==> src/rtl/fpdiv_arbiter_if.sv <==
// Requester and divider handshake bundle for fpdiv_arbiter.
// The arbiter connects through the slave modport; requesters and the divider sit on the master side.
interface fpdiv_arbiter_if #(
  parameter int N    = 32,
  parameter int NREQ = 4
);
  logic [NREQ-1:0]   req_start;
  logic [NREQ*N-1:0] req_in;
  logic [NREQ-1:0]   req_busy;
  logic [NREQ-1:0]   req_done;
  logic [NREQ-1:0]   req_err;
  logic [N-1:0]      req_ans;
  logic              div_start;
  logic [N-1:0]      div_in;
  logic [N-1:0]      div_ans;
  logic              div_done;
  logic              div_rst;

  modport slave (
    input  req_start, req_in, div_ans, div_done,
    output req_busy, req_done, req_err, req_ans, div_start, div_in, div_rst
  );

  modport master (
    output req_start, req_in, div_ans, div_done,
    input  req_busy, req_done, req_err, req_ans, div_start, div_in, div_rst
  );
endinterface

==> src/rtl/fpdiv_arbiter.sv <==
// Round-robin sharing of one fpdiv_clk reciprocal unit among NREQ requesters, with a hang watchdog.
// FPDIV_ARB_ZERO_GUARD_EN: zero-magnitude operands bypass the divider and return saturated with err.
module fpdiv_arbiter #(
  parameter int N    = 32,
  parameter int Q    = 16,
  parameter int NREQ = 4,
  parameter int TMO  = 200
) (
  input  logic          clk,
  input  logic          rst,
  fpdiv_arbiter_if.slave bus
);
  localparam int PW = (NREQ > 1) ? $clog2(NREQ) : 1;

  if (NREQ < 2 || NREQ > 8) begin : g_bad_nreq
    $error("fpdiv_arbiter: NREQ must be 2..8");
  end
  if (TMO < 1 || TMO > 255) begin : g_bad_tmo
    $error("fpdiv_arbiter: TMO must be 1..255");
  end
  if (Q >= N) begin : g_bad_q
    $error("fpdiv_arbiter: Q must be below N");
  end

  typedef enum logic [2:0] {IDLE, ISSUE, WAIT, RECOVER, DELIVER} state_t;

  state_t            state;
  logic [N-1:0]      opnd [NREQ];
  logic [NREQ-1:0]   pending;
  logic [NREQ-1:0]   pend_nxt;
  logic [NREQ-1:0]   svc_mask;
  logic [NREQ-1:0]   grant_oh;
  logic [NREQ-1:0]   win_oh;
  logic [PW-1:0]     last;
  logic [PW-1:0]     grant;
  logic [PW-1:0]     win;
  logic [PW-1:0]     cand;
  logic              found;
  logic              zero_op;
  logic [7:0]        wd;
  logic [N-1:0]      result;
  logic              err;
  logic [N-1:0]      win_opnd;
  int unsigned       idx;

  always_comb begin
    found = 1'b0;
    win   = last;
    cand  = '0;
    idx   = 0;
    for (int unsigned k = 1; k <= NREQ; k++) begin
      idx  = (int'(last) + k) % NREQ;
      cand = PW'(idx);
      if (!found && pending[cand]) begin
        found = 1'b1;
        win   = cand;
      end
    end
  end

  assign win_opnd = opnd[win];
  assign win_oh   = {{(NREQ-1){1'b0}}, 1'b1} << win;
  assign grant_oh = {{(NREQ-1){1'b0}}, 1'b1} << grant;

`ifdef FPDIV_ARB_ZERO_GUARD_EN
  assign zero_op = ~|win_opnd[N-2:0];
`else
  assign zero_op = 1'b0;
`endif

  // Busy is precomputed from next-state knowledge so it drops in the same cycle req_done rises.
  always_comb begin
    pend_nxt = pending;
    for (int unsigned i = 0; i < NREQ; i++) begin
      if (bus.req_start[i] && !bus.req_busy[i]) pend_nxt[i] = 1'b1;
    end
    if (state == IDLE && found) pend_nxt = pend_nxt & ~win_oh;
    case (state)
      IDLE:                 svc_mask = found ? win_oh : '0;
      ISSUE, WAIT, RECOVER: svc_mask = grant_oh;
      default:              svc_mask = '0;
    endcase
  end

  always_ff @(posedge clk) begin
    if (!rst) begin
      state         <= IDLE;
      pending       <= '0;
      last          <= PW'(NREQ - 1);
      grant         <= '0;
      wd            <= '0;
      result        <= '0;
      err           <= 1'b0;
      bus.req_busy  <= '0;
      bus.req_done  <= '0;
      bus.req_err   <= '0;
      bus.req_ans   <= '0;
      bus.div_start <= 1'b0;
      bus.div_in    <= '0;
      bus.div_rst   <= 1'b0;
      for (int unsigned i = 0; i < NREQ; i++) opnd[i] <= '0;
    end else begin
      for (int unsigned i = 0; i < NREQ; i++) begin
        if (bus.req_start[i] && !bus.req_busy[i]) opnd[i] <= bus.req_in[i*N +: N];
      end
      pending       <= pend_nxt;
      bus.req_busy  <= pend_nxt | svc_mask;
      bus.req_done  <= '0;
      bus.req_err   <= '0;
      bus.div_start <= 1'b0;
      bus.div_rst   <= 1'b1;
      case (state)
        IDLE: begin
          if (found) begin
            grant      <= win;
            last       <= win;
            bus.div_in <= win_opnd;
            if (zero_op) begin
              result <= {win_opnd[N-1], {(N-1){1'b1}}};
              err    <= 1'b1;
              state  <= DELIVER;
            end else begin
              state <= ISSUE;
            end
          end
        end
        ISSUE: begin
          bus.div_start <= 1'b1;
          wd            <= '0;
          state         <= WAIT;
        end
        WAIT: begin
          // wd==0 is the first WAIT cycle, where a stale done from the previous job may still be visible.
          if (wd != '0 && bus.div_done) begin
            result <= bus.div_ans;
            err    <= 1'b0;
            state  <= DELIVER;
          end else if (wd == 8'(TMO - 1)) begin
            state <= RECOVER;
          end else begin
            wd <= wd + 8'd1;
          end
        end
        RECOVER: begin
          bus.div_rst <= 1'b0;
          result      <= {opnd[grant][N-1], {(N-1){1'b1}}};
          err         <= 1'b1;
          state       <= DELIVER;
        end
        DELIVER: begin
          bus.req_done <= grant_oh;
          bus.req_err  <= err ? grant_oh : '0;
          bus.req_ans  <= result;
          state        <= IDLE;
        end
        default: state <= IDLE;
      endcase
    end
  end
endmodule

==> src/flat_wrapper.sv <==
// flat-port wrapper written by rule: the top's interface ports become plain ports
module fpdiv_arbiter_flat 
#(
  parameter int N    = 32,
  parameter int Q    = 16,
  parameter int NREQ = 4,
  parameter int TMO  = 200
)
  (clk, rst, bus_req_start, bus_req_in, bus_div_ans, bus_div_done, bus_req_busy, bus_req_done, bus_req_err, bus_req_ans, bus_div_start, bus_div_in, bus_div_rst);
  fpdiv_arbiter_if #(.N(N), .NREQ(NREQ)) bus_i ();
  input  logic clk;
  input  logic rst;
  input wire logic [$bits(bus_i.req_start)-1:0] bus_req_start;
  input wire logic [$bits(bus_i.req_in)-1:0] bus_req_in;
  input wire logic [$bits(bus_i.div_ans)-1:0] bus_div_ans;
  input wire logic [$bits(bus_i.div_done)-1:0] bus_div_done;
  output wire logic [$bits(bus_i.req_busy)-1:0] bus_req_busy;
  output wire logic [$bits(bus_i.req_done)-1:0] bus_req_done;
  output wire logic [$bits(bus_i.req_err)-1:0] bus_req_err;
  output wire logic [$bits(bus_i.req_ans)-1:0] bus_req_ans;
  output wire logic [$bits(bus_i.div_start)-1:0] bus_div_start;
  output wire logic [$bits(bus_i.div_in)-1:0] bus_div_in;
  output wire logic [$bits(bus_i.div_rst)-1:0] bus_div_rst;
  assign bus_i.req_start = bus_req_start;
  assign bus_i.req_in = bus_req_in;
  assign bus_i.div_ans = bus_div_ans;
  assign bus_i.div_done = bus_div_done;
  assign bus_req_busy = bus_i.req_busy;
  assign bus_req_done = bus_i.req_done;
  assign bus_req_err = bus_i.req_err;
  assign bus_req_ans = bus_i.req_ans;
  assign bus_div_start = bus_i.div_start;
  assign bus_div_in = bus_i.div_in;
  assign bus_div_rst = bus_i.div_rst;
  fpdiv_arbiter #(.N(N), .Q(Q), .NREQ(NREQ), .TMO(TMO)) u_core (.clk(clk), .rst(rst), .bus(bus_i));
endmodule
==> config.mk <==
export PLATFORM = sky130hd
export DESIGN_NAME = fpdiv_arbiter_flat
export DESIGN_NICKNAME = d
export VERILOG_FILES = /design/src/rtl/fpdiv_arbiter_if.sv /design/src/rtl/fpdiv_arbiter.sv /design/src/flat_wrapper.sv
export SDC_FILE = /design/constraint.sdc
export NUM_CORES = 1
export LEC_CHECK = 0
export BUFFER_PORTS_ARGS = -buffer_cell sky130_fd_sc_hd__buf_2
export CAP_MARGIN = 25
export CORE_MARGIN = 3
export CORE_UTILIZATION = 55
export CTS_CLUSTER_SIZE = 25
export DETAILED_ROUTE_END_ITERATION = 8
export GPL_TIMING_DRIVEN = 1
export PLACE_DENSITY_LB_ADDON = 0.15
export SLEW_MARGIN = 20
export SYNTH_ARGS = -nofsm -noshare
export SYNTH_HDL_FRONTEND = slang
export SYNTH_SLANG_ARGS = --single-unit
export TNS_END_PERCENT = 50
==> constraint.sdc <==
create_clock -name clk -period 3.74 [get_ports clk]
set_input_delay 0.748 -clock clk [delete_from_list [all_inputs] [get_ports clk]]
set_output_delay 0.748 -clock clk [all_outputs]
set_load 0.02 [all_outputs]
==> summary.md, run 1 <==
| Metric | Value |
|---|---|
| Final Hold Viols | 0 |
| Post-Layout Inst Area | 12,500 um2 |
| Unrepaired setup endpoints after global routing | false |
| Seq cells post-synth | 260 |
| Hold slack final | 0.448 ns |
| Chip Height | 143 um |
| Final core utilization | 68.7% |
| Max-cap viol count | 0 |
| Post-DP HPWL | 16,500 um |
| CP max stage delay | 0.56 ns |
| Synthesis-to-finish area growth | 21.4% |
| Pre-Repair DR Iteration Count | 5 |
| CP bufs+invs | 1 |
| H-tree depth | 1 |
| Top cells by instance count after synthesis | 132 x dfxtp_1, 129 x and3_1, 128 x edfxtp_1, 76 x nand2_1, 75 x clkbuf_1 |
| Fillers | 1,385 |
| Fmax | 422 MHz |
| Slew Viols, Final | 0 |
| Clock Latency Late Sink | 0.52 ns |
| Proportion of layout cells with a drive suffix above 1 | 31.2% |
| Min cycle time layout | 2.37 ns |
| CP max stage cell | nand3_1 |
| Post-CTS resize count | 0 |
| CTS tree | done |
| Period utilisation layout | 63.4% |
| Clock-pin slew on the worst setup and hold paths | 0.06 ns |
| Crit end category | flip-flop |
| Post-synthesis sequential area ratio | 63.2% |
| Main area contributors after synthesis | edfxtp_1 37%, dfxtp_1 26%, and3_1 7.9% |
| Post-layout nets | 1,282 |
| Die Wd | 143 um |
| Largest net degree at the start of global routing | 177 |
| Delay-heaviest family, CP | simple AND/OR/NAND/NOR gates |
| Multi-input gate area | 3480 um2 |
| Worst-path fanout max | 21 |
| VDD IR max | 521 uV |
| Worst Path Required | 4.12 ns |
| Main flop type after synthesis | dfxtp_1 |
| Syn Nets | 1,080 |
| Gr usage total | 25.4% |
| Crit-path cells | nor2b_1 > o21ai_0 > nand3_1 > buf_4 > nor2_1 > o21ai_0 |
| Full die area | 20,300 um2 |
| Clk buf depth | 3 |
| Final WL | 26,900 um |
| Standby leakage power | 0.00538 uW |
| # diodes | 0 |
| Routed vias/inst | 5.98 |
| Most common cell on crit path | o21ai_0 |
| Vias in the first global route | 7,853 |
| Clock Skews | 0.00839 ns |
| Root Buffer | clkbuf_16 |
| CP startpoint kind | flip-flop |
| FF+latch area | 6490 um2 |
| First-pass GRT wire length | 41,300 um |
| Routed WL per cell | 19.8 um |
| Crit path DAT | 2.75 ns |
| Cell taking the most area after synthesis | edfxtp_1 |
| Synth Cell Area | 10,300 um2 |
| Most common cell in the netlist | dfxtp_1 |
| GP Congestion | 0.807 |
| I/O Pins | 245 |
| Total grt overflow | 0 |
| Critical path class | flip-flop to flip-flop |
| Warnings, synthesis | 0 |
| Asr flop ratio synth | 0% |
| Total CTS buffers | 26 |
| Final ANT Viol Nets | 0 |
| Initial Util | 56.6% |
| Measured slew at the worst slew-check pin | 0.995 ns |
| Max transition margin | 33.7% |
| Cells after Synth | 911 |
| Number of library cell types mapped by synthesis | 53 |
| Vias post-DR | 8,142 |
| Hold_buf cts | 0 |
| Initial DRC Count | 670 |
| Clock sink total | 260 |
| Standard-cell row count | 49 |
| DRC errors left | 0 |
| Placed cell area | 11,600 um2 |
| Core box area | 18,100 um2 |
| PortBufs | 244 |
| Mean Syn Cell Area | 11.3 um2 |
| Setup TNS | 0 ns |
| Status | completed |
| Finish-stage setup viols | 0 |
| Cell Pwr Density | 722 nW/um2 |
| # Post-CTS Setup Buffers | 0 |
| Top cell type's share of synthesized area | 37.4% |
| Initial antenna violation count | 0 |
| Worst Hold Class | flip-flop to flip-flop |
| Post-synth EDFFs | 128 |
## placed cells by master, fill, tap and decap left out, types with 6 or more instances in the layout
cell type and n:
and3_1 129, o21ai_0 43, dfxtp_1 132, a221oi_1 30, clkbuf_16 28, o221a_2 30
nor2_1 23, nand2_1 75, buf_4 14, nor3_1 7, a31oi_1 31, buf_2 243
nand4_1 6, a21oi_1 47, edfxtp_1 128, clkbuf_1 11, clkbuf_8 8, nand3_1 68
## cell type report
cell class | instances | area share (%)
Timing Repair Buffer | 258 | 10.8
Inverter | 4 | 0.120
Tap cell | 229 | 2.30
Sequential cell | 260 | 52.0
Clock buffer | 48 | 6.88
Multi-Input combinational cell | 563 | 27.9
## worst register-to-register path: cells and delay by family (launching register included)
kind / cells / cell delay (ns)
compound gates: 2 / 0.47
buf+inv: 1 / 0.44
flops: 1 / 0.46
simple gates: 3 / 0.86
## metrics by stage
stage,instances,total power [uW],setup slack [ns]
6_report,1362,9000,1.37
5_1_grt,1362,9420,1.21
4_1_cts,1362,9030,1.42
3_5_place_dp,1314,6460,1.18
3_3_place_gp,1314,6400,1.22
2_1_floorplan,911,5550,1.37
## sequential cells by signal (all words and copies together), names as in the netlist, named ones only
| register | cells |
|---|---|
| u_core.pending | 4 |
| u_core.bus.div_in | 32 |
| u_core.bus.req_err | 4 |
| u_core.err | 1 |
| u_core.bus.req_done | 4 |
| u_core.bus.div_start | 1 |
| u_core.state | 3 |
| u_core.bus.req_ans | 32 |
| u_core.grant | 2 |
| u_core.last | 2 |
| u_core.opnd | 128 |
| u_core.bus.req_busy | 4 |
| u_core.result | 32 |
| u_core.bus.div_rst | 1 |
| u_core.wd | 8 |
## power by group
part | switching (uW) | internal [uW] | leakage (uW) | total [uW]
sequential | 282 | 3510 | 0.00246 | 3790
combinational | 1820 | 832 | 0.00250 | 2650
clock | 1030 | 1530 | 0.000420 | 2560
total | 3130 | 5870 | 0.00538 | 9000
## path summary, 6_finish.rpt
path	from	depth (start not counted)	end	slack [ns]
hold / removal	u_core.result[3]	2	u_core.bus.req_ans[3]	0.45
hold reg to reg	u_core.result[3]	2	u_core.bus.req_ans[3]	0.45
setup / recovery	u_core.last[0]	6	u_core.last[0]	1.37
setup reg to reg	u_core.last[0]	6	u_core.last[0]	1.37
## metal layers
layer	global-route usage, %	vias to the layer above	routed length [um]
li1	-	3856	-
met1	35.1	3871	11200
met2	42.1	372	13000
met3	4.47	43	2230
met4	6.35	0	478
met5	0	-	0
## cell families after synthesis
logic type | count (synthesis) | synth area share (%)
flip-flops | 260 | 63.2
AND/OR/NAND/NOR | 356 | 18.8
multiplexers | 2 | 0.317
adder cells (fa/ha/maj) | 2 | 0.244
AO/OA/AOI/OAI | 203 | 14.1
buffers and inverters | 88 | 3.29
No activity file was read; power rests on OpenSTA's default activity.
==> run 2: changes to the inputs <==
--- a/config.mk
+++ b/config.mk
@@ -8,7 +8,7 @@
 export BUFFER_PORTS_ARGS = -buffer_cell sky130_fd_sc_hd__buf_2
 export CAP_MARGIN = 25
 export CORE_MARGIN = 3
-export CORE_UTILIZATION = 55
+export CORE_UTILIZATION = 48
 export CTS_CLUSTER_SIZE = 25
 export DETAILED_ROUTE_END_ITERATION = 8
 export GPL_TIMING_DRIVEN = 1
==> constraint.sdc (replaced) <==
create_clock -name clk -period 2 [get_ports clk]
set_input_delay 0.4 -clock clk [delete_from_list [all_inputs] [get_ports clk]]
set_output_delay 0.4 -clock clk [all_outputs]
set_load 0.02 [all_outputs]
==> run 2 against run 1 <==
  * The run now ends with negative setup slack left
  * Non-clock buffer count increased by 43
  * Flip-flop and latch count unchanged
  * Worst setup slack worse by 1.4 ns
  * Combinational power rose by 120%
  * Via count up 2.0%
  * Routed wire length rose by 5.0%
  * Power rose by 100%
  * Register-to-register slack got worse by 1.4 ns
  * Critical path type unchanged
==> summary.md, run 2 (synthesis results as in run 1) <==
| Metric | Value |
|---|---|
| Vias in the first global route | 8,015 |
| Clock-pin slew on the worst setup and hold paths | 0.06 ns |
| Vias post-DR | 8,303 |
| Max-cap viol count | 0 |
| Proportion of layout cells with a drive suffix above 1 | 35.2% |
| Period utilisation layout | 102% |
| Routed WL per cell | 19.5 um |
| Full die area | 23,200 um2 |
| Commonest non-fill, non-tap cell in the layout | buf_2 |
| Crit end category | flip-flop |
| Crit path DAT | 2.51 ns |
| Final ANT Viol Nets | 0 |
| Chip Height | 152 um |
| Fmax | 489 MHz |
| Initial Util | 49.8% |
| Cell Pwr Density | 1390 nW/um2 |
| Reg2Reg Setup Slack | -0.05 ns |
| Unrepaired setup endpoints after global routing | true |
| Final WL | 28,300 um |
| Clock Latency Late Sink | 0.53 ns |
| Routed vias/inst | 5.73 |
| Hold slack final | 0.145 ns |
| DRC errors left | 0 |
| Initial DRC Count | 570 |
| GP Congestion | 0.840 |
| Most frequent cells in the layout | 243 x buf_2, 129 x and3_1, 128 x dfxtp_1, 128 x edfxtp_1, 75 x nand2_1 |
| VDD IR max | 948 uV |
| Hold_buf cts | 0 |
| Final Hold Viols | 0 |
| Finish-stage setup viols | 1 |
| Max transition margin | 62.8% |
| Standby leakage power | 0.00571 uW |
| Core box area | 20,600 um2 |
| Status | complete, but fails checks |
| I/O Pins | 245 |
| Final worst setup slack | -0.0465 ns |
| Post-DP HPWL | 17,500 um |
| Total CTS buffers | 28 |
| Pre-Repair DR Iteration Count | 5 |
| Min cycle time layout | 2.05 ns |
| Post-layout nets | 1,327 |
| Total grt overflow | 0 |
| Largest net degree at the start of global routing | 166 |
| Measured slew at the worst slew-check pin | 0.558 ns |
| Clock Skews | 0.0186 ns |
| Worst-path fanout max | 7 |
| Post-Layout Inst Area | 13,200 um2 |
| Initial antenna violation count | 1 |
| Gr usage total | 23.0% |
| First-pass GRT wire length | 43,600 um |
| Synthesis-to-finish area growth | 28.3% |
| CP startpoint kind | flip-flop |
| Root Buffer | clkbuf_16 |
| Largest register FFs | 128 |
| Failing checks | negative setup slack |
| Clock sink total | 260 |
| Standard-cell row count | 52 |
| R2R cell count | 8 |
| Worst Path Required | 2.46 ns |
| Placed cell area | 12,000 um2 |
| Critical path class | flip-flop to flip-flop |
| PortBufs | 244 |
| H-tree depth | 1 |
| Slew Viols, Final | 0 |
| Worst Hold Class | input port to flip-flop |
| Clk buf depth | 3 |
| Hold Path Cell Cnt | 2 |
| CTS tree | done |
| Register with the most flip-flops | u_core.opnd |
| Die Wd | 152 um |
==> run 2: worst paths after layout <==
| check | end | startpoint |
|---|---|---|
| hold reg to reg | u_core.bus.req_ans[16] | u_core.bus.req_ans[16] |
| setup / recovery | u_core.wd[2] | u_core.wd[0] |
| hold / removal | u_core.result[13] | bus_div_ans[13] |
| setup reg to reg | u_core.wd[2] | u_core.wd[0] |
==> run 2: timing repair <==
action                     in CTS  in global routing
gates cloned                    0                  0
setup endpoints to repair       6                 66
gates resized for setup         7                 16
pin swaps                       4                  7
buffers inserted               14                  4
==> run 2: per-layer routing <==
| metal | up-vias | global-route usage, % | share of wire, % |
|---|---|---|---|
| met4 | 2 | 5.48 | 1.8 |
| met5 | - | 0 | 0.046 |
| met3 | 40 | 4.35 | 8.6 |
| li1 | 3945 | - | - |
| met2 | 377 | 39.1 | 48 |
| met1 | 3939 | 30.8 | 41 |
==> run 2: report_power, final <==
group / internal [uW] / leakage, uW / total [uW] / switching [uW]
Sequential: 6560 / 0.00246 / 7050 / 495
Clock: 3280 / 0.000485 / 5310 / 2030
Combinational: 2280 / 0.00277 / 5940 / 3660
Total: 12100 / 0.00571 / 18300 / 6190
==> run 2: stage by stage <==
stage / setup TNS, ns / power (uW) / setup WS [ns] / cells / utilization, %
5_1_grt: -1.11 / 19200 / -0.0969 / 1449 / 63.8
6_report: -0.0465 / 18300 / -0.0465 / 1450 / 63.8
2_1_floorplan: -2.67 / 10400 / -0.0209 / 911 / -
4_1_cts: -0.0251 / 18300 / -0.0169 / 1446 / 63.5
3_3_place_gp: 0 / 12700 / 0.00889 / 1381 / 58.1
3_5_place_dp: -0.186 / 12800 / -0.0495 / 1381 / 58.1
==> run 2: worst max-delay path, stage by stage (launching register included) <==
cell and delay (ns):
dfxtp_2 0.32, inv_2 0.07, ha_4 0.11, or4b_4 0.48, o21ai_4 0.20, a31oi_4 0.15, buf_6 0.17, or3_1 0.32
a21oi_2 0.15
==> run 2: area by class of cell <==
cell class | instances | area, um2
Antenna cell | 1 | 2.50
Clock buffer | 46 | 923
Clock inverter | 5 | 56.3
Fill cell | 1639 | 7460
Inverter | 4 | 15.0
Multi-Input combinational cell | 563 | 3530
Sequential cell | 260 | 6490
Tap cell | 270 | 338
Timing Repair Buffer | 301 | 1810
==> run 3: changes to the inputs <==
--- a/config.mk
+++ b/config.mk
@@ -5,10 +5,11 @@
 export SDC_FILE = /design/constraint.sdc
 export NUM_CORES = 1
 export LEC_CHECK = 0
+export ABC_AREA = 1
 export BUFFER_PORTS_ARGS = -buffer_cell sky130_fd_sc_hd__buf_2
 export CAP_MARGIN = 25
 export CORE_MARGIN = 3
-export CORE_UTILIZATION = 48
+export CORE_UTILIZATION = 49
 export CTS_CLUSTER_SIZE = 25
 export DETAILED_ROUTE_END_ITERATION = 8
 export GPL_TIMING_DRIVEN = 1
==> run 3 against run 2 <==
  * The flow still finishes with violations (negative setup slack)
  * Maximum frequency about the same
  * Worst setup slack improved by 0.0019 ns
  * Area after synthesis increased by 10%
  * Routed wire length increased by 6.8%
  * Non-clock buffer count increased by 14
  * Sequential share of layout area decreased by 4.6 points
  * First-iteration DRC count increased by 37%
  * Largest power group is now combinational cells
==> summary.md, run 3 <==
| Metric | Value |
|---|---|
| Commonest non-fill, non-tap cell in the layout | nor2_1 |
| Clock-pin slew on the worst setup and hold paths | 0.06 ns |
| Post-DP HPWL | 19,900 um |
| # diodes | 0 |
| Top cells by instance count after synthesis | 323 x nor2_1, 270 x nand2_1, 227 x inv_1, 132 x dfxtp_1, 128 x edfxtp_1 |
| Final Hold Viols | 0 |
| Number of library cell types mapped by synthesis | 34 |
| Most common cell in the netlist | nor2_1 |
| Largest register FFs | 128 |
| Critical path class | flip-flop to flip-flop |
| Max transition margin | 71.2% |
| Placed cell area | 13,000 um2 |
| Reg2Reg Setup Slack | -0.04 ns |
| Cells after Synth | 1,400 |
| Initial DRC Count | 781 |
| Syn Nets | 1,569 |
| VDD IR max | 1180 uV |
| Clk buf depth | 3 |
| Final WL | 30,200 um |
| Cell Pwr Density | 1730 nW/um2 |
| Final worst setup slack | -0.0446 ns |
| Clock sink total | 260 |
| Crit end category | flip-flop |
| DRC errors left | 0 |
| Synth Cell Area | 11,300 um2 |
| Finish-stage setup viols | 23 |
| Asr flop ratio synth | 0% |
| Post-Layout Inst Area | 14,500 um2 |
| Cells after DPL | 1,900 |
| Main flop type after synthesis | dfxtp_1 |
| Period utilisation layout | 102% |
| Top cell type's share of synthesized area | 34.0% |
| Mean Syn Cell Area | 8.08 um2 |
| Min-Delay Endpoint | u_core.result[27] |
| Total CTS buffers | 27 |
| Root Buffer | clkbuf_16 |
| Chip Height | 158 um |
| Fmax | 489 MHz |
| Measured slew at the worst slew-check pin | 0.432 ns |
| Main area contributors after synthesis | edfxtp_1 34%, dfxtp_1 23%, nor2_1 11% |
| Initial antenna violation count | 0 |
| Post-synth EDFFs | 128 |
| Initial Util | 50.9% |
| Final ANT Viol Nets | 0 |
| Gr usage total | 22.0% |
| Setup TNS | -0.482 ns |
| Post-layout nets | 1,845 |
| Hold_buf cts | 0 |
| Vias post-DR | 9,706 |
| Post-synthesis sequential area ratio | 57.4% |
| CTS tree | done |
| Total grt overflow | 0 |
| Crit path DAT | 2.46 ns |
| Largest net degree at the start of global routing | 50 |
| Reg2reg end | u_core.grant[0] |
| Core box area | 22,200 um2 |
| Worst Hold Class | input port to flip-flop |
| Full die area | 24,900 um2 |
| Routed vias/inst | 4.91 |
| Clock Latency Late Sink | 0.53 ns |
| Vias in the first global route | 8,864 |
| I/O Pins | 245 |
| CP startpoint kind | flip-flop |
| Most frequent cells in the layout | 312 x nor2_1, 246 x nand2_1, 243 x buf_2 |
| Warnings, synthesis | 0 |
| First-pass GRT wire length | 44,100 um |
| Clock Skews | 0.00861 ns |
| Unrepaired setup endpoints after global routing | true |
| Synthesis-to-finish area growth | 28.4% |
| GP Congestion | 0.866 |
| Seq cells post-synth | 260 |
| Cell taking the most area after synthesis | edfxtp_1 |
| Die Wd | 158 um |
| PortBufs | 244 |
| Routed WL per cell | 15.3 um |
| Hold Path Cell Cnt | 3 |
| Hold_sp | bus_div_ans[27] |
| Final core utilization | 65.3% |
| Standard-cell row count | 54 |
| Proportion of layout cells with a drive suffix above 1 | 25.3% |
| Worst Path Required | 2.42 ns |
| Worst-path fanout max | 6 |
| Pre-Repair DR Iteration Count | 6 |
| Slew Viols, Final | 0 |
| Register with the most flip-flops | u_core.opnd |
| Max-cap viol count | 0 |
| R2R cell count | 12 |
| Standby leakage power | 0.00730 uW |
| H-tree depth | 1 |
| Status | complete, but fails checks |
| FF-to-FF Start | u_core.last[1] |
| Layout Cells excl Fill | 1,975 |
| Min cycle time layout | 2.04 ns |
| Failing checks | negative setup slack |
| Pre-CTS WS | -0.0362 ns |
==> run 3: cell count changes after synthesis, sizes merged, moves of 29 or more <==
cell	delta
nor2	+303
inv	+227
nand2	+204
and3	-130
o21ai	+55
clkbuf	-32
o221a	-31
a21oi	-30
a221oi	-30
nor3	+29
==> run 3: layout make-up <==
class,instances,area [um2]
well taps,280,350
multi-input cells,841,3890
inverters,231,882
repair buffers,315,2090
flip-flops and latches,260,6490
clock buffers,33,698
fillers,1917,7700
clock inverters,15,121
==> run 3: worst max-delay path by stage <==
| stage | startpoint | end | slack, ns | cells past startpoint |
|---|---|---|---|---|
| final | u_core.last[1] | u_core.grant[0] | -0.04 | 12 |
| after global routing | u_core.last[1] | u_core.bus.div_in[16] | -0.13 | 15 |
| after CTS | u_core.last[0] | u_core.bus.div_in[12] | -0.0003 | 15 |
| after detailed placement | u_core.last[1] | u_core.bus.div_in[11] | -0.04 | 13 |
| after global placement | u_core.last[0] | u_core.bus.div_in[11] | 0.04 | 14 |
| after floorplan | rst | u_core.opnd[0][0] | -0.24 | 4 |
==> run 3: worst max-delay path, cell delays in order, from the launching register on <==
cell and delay, ns:
dfxtp_4 0.40, inv_4 0.07, nand2_2 0.09, nand2_4 0.07, nand2_4 0.09, nand2_4 0.08
nor2_4 0.19, buf_6 0.13, nand3b_1 0.12, nand2_2 0.20, nor2_1 0.10, buf_4 0.14
a211oi_1 0.24
==> run 3: timing repair <==
item,4_1_cts,5_1_grt
gates resized for setup,2,123
cloned,0,9
endpoints found under the setup margin,15,45
pin swaps,0,28
buffers inserted,0,18
==> run 3: stage by stage <==
step,hold slack (ns),power (uW)
2_1_floorplan,0.430,14200
3_3_place_gp,0.462,17100
3_5_place_dp,0.475,17300
4_1_cts,0.109,22000
5_1_grt,0.147,26700
6_report,0.132,25100
==> run 3: kinds of logic after synthesis <==
group                      count (synthesis)  share of synthesized area, %
DFF                                      260                          57.4
xor gates and xnor gates                   4                         0.310
buffers and inverters                    299                          10.7
AOI/OAI and AO/OA                        128                          5.88
adders and majority gates                  2                         0.221
and+or+nand+nor                          707                          25.5
==> run 3: per-layer routing <==
layer / GRT usage (%) / wire (um) / vias up
li1: - / - / 4885
met1: 30.0 / 12600 / 4389
met2: 36.6 / 14400 / 371
met3: 3.17 / 2290 / 61
met4: 7.11 / 924 / 0
met5: 0 / 0 / -
==> run 3: where the power goes <==
part | total, uW | switching, uW | internal, uW
clock | 4720 | 2000 | 2720
combinational | 13000 | 7550 | 5440
sequential | 7410 | 564 | 6850
total | 25100 | 10100 | 15000
